### config.mk
export PLATFORM = sky130hd
export DESIGN_NAME = core_run_ctrl
export DESIGN_NICKNAME = d
export VERILOG_FILES = /design/src/rtl/core_run_ctrl.sv
export SDC_FILE = /design/constraint.sdc
export NUM_CORES = 1
export LEC_CHECK = 0
export ABC_AREA = 0
export BUFFER_PORTS_ARGS = -buffer_cell sky130_fd_sc_hd__clkbuf_2
export CORE_UTILIZATION = 40
export CTS_BUF_LIST = sky130_fd_sc_hd__clkbuf_8
export DETAILED_ROUTE_END_ITERATION = 10
export GPL_TIMING_DRIVEN = 0
export PLACE_DENSITY_LB_ADDON = 0.05
export SKIP_LAST_GASP = 1
export SLEW_MARGIN = 15
export SYNTH_ARGS = -nofsm -noshare
export SYNTH_HDL_FRONTEND = slang
export SYNTH_SLANG_ARGS = --single-unit
### constraint.sdc
create_clock -name clk_i -period 4.82 [get_ports clk_i]
set_input_delay 0.964 -clock clk_i [delete_from_list [all_inputs] [get_ports clk_i]]
set_output_delay 0.964 -clock clk_i [all_outputs]
set_load 0.02 [all_outputs]
### src/rtl/core_run_ctrl.sv
// Run controller for a test core: holds the core in reset, lets it run, and
// watches tohost writes and a cycle budget to decide pass, fail or timeout.
module core_run_ctrl #(
  parameter int unsigned         RST_CYCLES     = 2,
  parameter int unsigned         TIMEOUT_CYCLES = 100000,
  parameter int unsigned         ADDR_W         = 32,
  parameter int unsigned         DATA_W         = 32,
  parameter int unsigned         CNT_W          = 32,
  parameter logic [ADDR_W-1:0]   TOHOST_ADDR    = ADDR_W'(32'h0000_1000)
) (
  input  logic              clk_i,
  input  logic              rst_i,
  input  logic              restart_i,
  input  logic              wr_valid_i,
  input  logic [ADDR_W-1:0] wr_addr_i,
  input  logic [DATA_W-1:0] wr_data_i,
  input  logic              retire_i,
  output logic              core_rst_o,
  output logic              running_o,
  output logic              done_o,
  output logic              pass_o,
  output logic              fail_o,
  output logic              timeout_o,
  output logic [DATA_W-1:0] fail_code_o,
  output logic [CNT_W-1:0]  cycle_cnt_o,
  output logic [CNT_W-1:0]  instret_cnt_o
);

  typedef enum logic [1:0] {
    ST_RESET = 2'd0,
    ST_RUN   = 2'd1,
    ST_DONE  = 2'd2
  } state_e;

  localparam logic [7:0]       RST_LAST = 8'(RST_CYCLES - 1);
  localparam logic [63:0]      TO_LAST  = 64'(TIMEOUT_CYCLES - 1);
  localparam logic [CNT_W-1:0] CNT_MAX  = '1;

  state_e            state_q, state_d;
  logic [7:0]        rstCnt_q, rstCnt_d;
  logic [CNT_W-1:0]  cycleCnt_q, cycleCnt_d;
  logic [CNT_W-1:0]  instretCnt_q, instretCnt_d;
  logic              pass_q, pass_d;
  logic              fail_q, fail_d;
  logic              timeout_q, timeout_d;
  logic [DATA_W-1:0] failCode_q, failCode_d;

  logic inRun, tohostHit, passHit, failHit, timeoutHit;

  // Zero-extended compare so a budget wider than the counter simply never fires.
  assign inRun      = (state_q == ST_RUN);
  assign tohostHit  = inRun && wr_valid_i && (wr_addr_i == TOHOST_ADDR);
  assign passHit    = tohostHit && (wr_data_i == DATA_W'(1));
  assign failHit    = tohostHit && (wr_data_i > DATA_W'(1));
  assign timeoutHit = inRun && !passHit && !failHit && (64'(cycleCnt_q) == TO_LAST);

  always_ff @(posedge clk_i) begin
    if (rst_i) begin
      state_q <= ST_RESET;
    end else begin
      state_q <= state_d;
    end
  end

  always_comb begin
    state_d = state_q;
    case (state_q)
      ST_RESET: if (rstCnt_q == RST_LAST) state_d = ST_RUN;
      ST_RUN:   if (passHit || failHit || timeoutHit) state_d = ST_DONE;
      ST_DONE:  if (restart_i) state_d = ST_RESET;
      default:  state_d = ST_RESET;
    endcase
  end

  always_comb begin
    core_rst_o = 1'b1;
    running_o  = 1'b0;
    done_o     = 1'b0;
    case (state_q)
      ST_RUN: begin
        core_rst_o = 1'b0;
        running_o  = 1'b1;
      end
      ST_DONE: done_o = 1'b1;
      default: ;
    endcase
  end

  // Datapath next state; the DONE edge still takes this cycle's counter update.
  always_comb begin
    rstCnt_d     = rstCnt_q;
    cycleCnt_d   = cycleCnt_q;
    instretCnt_d = instretCnt_q;
    pass_d       = pass_q;
    fail_d       = fail_q;
    timeout_d    = timeout_q;
    failCode_d   = failCode_q;
    case (state_q)
      ST_RESET: begin
        if (rstCnt_q != RST_LAST) rstCnt_d = rstCnt_q + 8'd1;
      end
      ST_RUN: begin
        if (cycleCnt_q != CNT_MAX) cycleCnt_d = cycleCnt_q + CNT_W'(1);
        if (retire_i && (instretCnt_q != CNT_MAX)) instretCnt_d = instretCnt_q + CNT_W'(1);
        if (passHit) pass_d = 1'b1;
        if (failHit) begin
          fail_d     = 1'b1;
          failCode_d = wr_data_i >> 1;
        end
        if (timeoutHit) timeout_d = 1'b1;
      end
      ST_DONE: begin
        if (restart_i) begin
          rstCnt_d     = '0;
          cycleCnt_d   = '0;
          instretCnt_d = '0;
          pass_d       = 1'b0;
          fail_d       = 1'b0;
          timeout_d    = 1'b0;
          failCode_d   = '0;
        end
      end
      default: rstCnt_d = '0;
    endcase
  end

  always_ff @(posedge clk_i) begin
    if (rst_i) begin
      rstCnt_q     <= '0;
      cycleCnt_q   <= '0;
      instretCnt_q <= '0;
      pass_q       <= 1'b0;
      fail_q       <= 1'b0;
      timeout_q    <= 1'b0;
      failCode_q   <= '0;
    end else begin
      rstCnt_q     <= rstCnt_d;
      cycleCnt_q   <= cycleCnt_d;
      instretCnt_q <= instretCnt_d;
      pass_q       <= pass_d;
      fail_q       <= fail_d;
      timeout_q    <= timeout_d;
      failCode_q   <= failCode_d;
    end
  end

  assign pass_o        = pass_q;
  assign fail_o        = fail_q;
  assign timeout_o     = timeout_q;
  assign fail_code_o   = failCode_q;
  assign cycle_cnt_o   = cycleCnt_q;
  assign instret_cnt_o = instretCnt_q;

endmodule

Word level (Yosys, flattened, before mapping)
Cells that the tools add are included.
{"block": "word_totals", "regBits": 109, "out_inout_bits": 102, "wordCells": 76, "inputBits": 69}
{"block": "classes", "mux": 24, "n_eq_ne": 18, "magnitude_cmp": 1, "bitwise": 1, "reduce_logical": 21, "add_sub_neg": 3}
{"cell": "32-bit case mux with 2 select lines", "n": 3}
{"cell": "32-bit two-way mux", "n": 4}
{"cell": "32-bit by 1-bit adder with 32-bit output, second input constant", "n": 2}
{"cell": "32-bit inequality test, second input constant", "n": 2}
{"cell": "32-bit by 1-bit equality test with 1-bit output, second input constant", "n": 1}
{"cell": "32-bit by 13-bit equality test with 1-bit output, second input constant", "n": 1}
{"cell": "32-bit by 17-bit equality test with 1-bit output, second input constant", "n": 1}
{"cell": "32-bit by 1-bit > comparator with 1-bit output, second input constant", "n": 1}
{"cell": "8-bit case mux with 3 select lines", "n": 1}
{"cell": "3-bit AND reduction", "n": 7}
{"cell": "8-bit two-way mux", "n": 2}
{"cell": "2-bit by 1-bit inequality test with 1-bit output, second input constant", "n": 6}
{"cell": "8-bit by 1-bit adder with 8-bit output, second input constant", "n": 1}
{"cell": "8-bit by 1-bit equality test with 1-bit output, second input constant", "n": 1}
{"cell": "1-bit logical AND", "n": 8}
{"cell": "8-bit by 1-bit inequality test with 1-bit output, second input constant", "n": 1}
{"cell": "1-bit two-way mux", "n": 7}
{"cell": "2-bit two-way mux", "n": 3}
{"cell": "2-bit inequality test, second input constant", "n": 3}
{"cell": "1-bit case mux with 2 select lines", "n": 3}
{"cell": "2-bit case mux with 3 select lines", "n": 1}
{"cell": "2-bit by 1-bit equality test with 1-bit output, second input constant", "n": 1}
{"cell": "2-bit equality test, second input constant", "n": 1}
{"cell": "1-bit zero test", "n": 2}
{"cell": "4 further kinds", "n": 5}

Longest topological paths before layout
{"block": "depth", "word_depth": 11, "ltp_mapped": 9, "mapped_depth_nobuf": 8}

Worst setup path before layout
Ideal clock, no wire load.
{"block": "synth_timing", "path_kind": "input port to flip-flop", "from": "input port wr_data_i[8]", "to": "register failCode_q[0] (netlist: fail_code_o[0])", "setup_slack_ps": 2369, "path_stages": 6, "setup_time_ps": 59, "required_ps": 4761, "n_path_buf": 1, "t_arrival_ps": 2391, "cell_sequence": "or4_1 -> nor4_1 -> nand4_1 -> a21oi_1 -> buf_2 -> a22o_1"}
{"block": "synth_between", "elab_chain_cells": 4}
{"item": "from (decl)", "line": "16", "source": "input logic [DATA_W-1:0] wr_data_i,"}
{"item": "32-bit by 1-bit > comparator with 1-bit output", "line": "54", "source": "assign failHit = tohostHit && (wr_data_i > DATA_W'(1));"}
{"item": "1-bit logical AND", "line": "54"}
{"item": "2-bit by 1-bit inequality test with 1-bit output (no source line)"}
{"item": "3-bit AND reduction (no source line)"}
{"item": "to (signal assigned)", "line": "143", "source": "failCode_q <= failCode_d;"}
{"item": "to (decl)", "line": "46", "source": "logic [DATA_W-1:0] failCode_q, failCode_d;"}
Every way passes these cells.
A chain may end at the register's enable or synchronous reset.

Worst setup path after layout
{"block": "layout_timing", "from": "input port wr_data_i[8]", "to": "register failCode_q[4] (netlist: fail_code_o[4])"}
Same word-level chain as after synthesis.

==> results.yml <==
worst_hold_path:
  min_path_type: "flop to flop"
drt:
  drc: 2
  wl_mm: 13.1
  detail_route.wl_per_cell_um: 14.9
  routed_via_density: 5.35
  vias: 4722
  drt_first_pass_iters: 7
  ant_nets: 0
  drtIter0Drc: 218
power_and_ir_drop:
  ir_worst_vdd_mv: 0.0950
  p_leak_nw: 2.45
  power_density_mw_per_mm2: 280
global_route:
  gr-max-usage-layer: "met2"
  grt_pass1_vias: 4333
  grt_max_degree: 20
  track_usage: 0.212
  use_met3: 0.0432
  use_met1: 0.276
  grt-ovfl-total: 0
  grt_pass1_wl_mm: 21.6
  antenna_found_initial: 0
  met2_usage: 0.349
floorplan:
  die_y_um: 113
  num_io_pins: 171
  dieArea_mm2: 0.0127
  die_x_um: 113
  initial_core_util: 0.409
  std_cell_rows: 40
  design.core.area_mm2: 0.0120
run_status:
  violations: "design-rule violations"
  status: "complete, but fails checks"
critical_path:
  critPathArrivalTime_ns: 2.87
  path_max_fanout: 10
  r2r_setup_slack_ns: 2.45
  crit_type: "input port to flop"
  worstSetupEndpointType: "flop"
  startpoint_type: "input port"
  crit_required_ns: 5.14
clock_tree:
  clk_latency_ns: 0.38
  cts_max_path_buffers: 2
  cts-buffers-inserted: 9
  cts_root_buf: "clkbuf_8"
  htree_levels: 3
  cts_tree: "built"
  path_clk_slew_ns: 0.11
  cts_resized: 0
  clock_sinks: 108
  post-cts-setup-buffer-count: 0
  postCtsHoldBufs: 0
sta:
  fmax_mhz: 391
  finalSetupViolations: 0
  maxSlewHeadroom: 0.558
  whs_ns: 0.478
  worstMarginPinSlew_ns: 0.662
  timing.final.ws_setup_ns: 2.26
  skew_ns: 0.0107
  fin_crit_sh: 0.531
  drv_slew: 0
  hold_viol: 0
  tns_ns: 0
  fin_crit_ns: 2.56
  rsz0062_at_grt: "false"
yosys:
  yosys_warnings: 0
  syn-num-nets: 625
  syn-cell-area_mm2: 0.00489
  yosysSeqAreaShare: 0.442
  synth-async-reset-ratio: 0
  ys_seq_elements: 108
  synth.avg_cell_area_um2: 8.85
  synth_cell_types: 52
  synth-edff-count: 0
  syn_inst: 552
  ys.flop_type: "dfxtp_1"
finish:
  layout-drive-gt1-share: 0.284
  antenna_cells: 0
  layout.nets: 804
  stdcell_area_mm2: 0.00609
  final_common_cell: "clkbuf_2"
  most-common-layout-cells: "clkbuf_2, dfxtp_1, nor2_1"
  nFillCells: 1183
  fin_cells: 883
  multiInputGateArea_mm2: 0.00257
  regArea_mm2: 0.00216
  area_growth_pct: 24.7
placement:
  routabilityCongestion: 0.792
  dp_hpwl_mm: 10.1
  port_buffers: 168
  place_area_mm2: 0.00591
  pre_cts_ws_ns: 1.84
  placed_cells: 867
run:
  max-cap-violations: 0
[critical path, stage by stage]
cell and delay [ns]:
clkbuf_2 0.09, or4_1 0.54, nor4_1 0.28, nand4_1 0.23, a21oi_1 0.32, buf_2 0.28, a22o_1 0.16
[report_power, final]
part | total [W] | switching, W | internal [W]
Sequential | 0.000931 | 0.0000202 | 0.000911
Combinational | 0.000244 | 0.000149 | 0.0000949
Clock | 0.000531 | 0.000335 | 0.000196
[per-stage QoR]
stage,utilization,total power [W]
finish,0.509,0.00171
global route,0.509,0.00180
CTS,0.509,0.00173
detailed placement,0.494,0.00119
global placement,0.494,0.00119
floorplan,-,0.00111
[sequential cells by signal, summed over array words and instances (netlist names)]
name / count
cycle_cnt_o: 32
instret_cnt_o: 32
fail_code_o: 31
rstCnt_q: 8
state_q: 2
fail_o: 1
pass_o: 1
timeout_o: 1
[kinds of logic after synthesis]
logic type | count (synthesis) | share of synthesized area
AND/OR/NAND/NOR | 260 | 0.278
flip-flops | 108 | 0.442
AO/OA/AOI/OAI | 86 | 0.132
XOR/XNOR | 58 | 0.104
buffers and inverters | 34 | 0.0312
adder cells (fa/ha/maj) | 4 | 0.0102
other | 1 | 0.000767
multiplexers | 1 | 0.00205
[final timing paths]
| check | end | startpoint | depth (start not counted) |
|---|---|---|---|
| setup reg to reg | instret_cnt_o[18]$_SDFFE_PP0P_ | state_q[1]$_SDFFE_PP0P_ | 8 |
| setup / recovery | fail_code_o[4]$_SDFFE_PP0P_ | wr_data_i[8] | 7 |
| hold reg to reg | fail_o$_SDFFE_PP0P_ | fail_o$_SDFFE_PP0P_ | 2 |
| hold / removal | fail_o$_SDFFE_PP0P_ | fail_o$_SDFFE_PP0P_ | 2 |
[synth_stat cells, types with 5 or more instances]
cell | number | area share
clkbuf_1 | 9 | 0.0069
xor2_1 | 16 | 0.029
and4_1 | 5 | 0.0090
inv_1 | 11 | 0.0084
or3_1 | 12 | 0.015
dfxtp_1 | 108 | 0.44
xnor2_1 | 42 | 0.075
a21oi_1 | 22 | 0.023
a22o_1 | 31 | 0.056
buf_2 | 11 | 0.011
nor2_1 | 81 | 0.062
nor3_1 | 15 | 0.015
nor4_1 | 26 | 0.033
and3_1 | 11 | 0.014
nand4_1 | 16 | 0.020
nor4b_1 | 7 | 0.013
nand3_1 | 30 | 0.031
nand2_1 | 37 | 0.028
o21ai_0 | 12 | 0.012
[metal layers]
metal,vias up,wire (um)
met5,-,0
met4,0,151
met3,14,780
met2,149,6200
met1,2203,6020
li1,2356,-
[cell type report]
class,count,share of cell area
multi-input combinational,410,0.422
sequential,108,0.355
timing repair buffer,168,0.138
tap,147,0.0302
clock buffer,9,0.0203
buffer,23,0.0183
clock inverter,7,0.00945
inverter,11,0.00678
No activity file was read; power rests on OpenSTA's default activity.
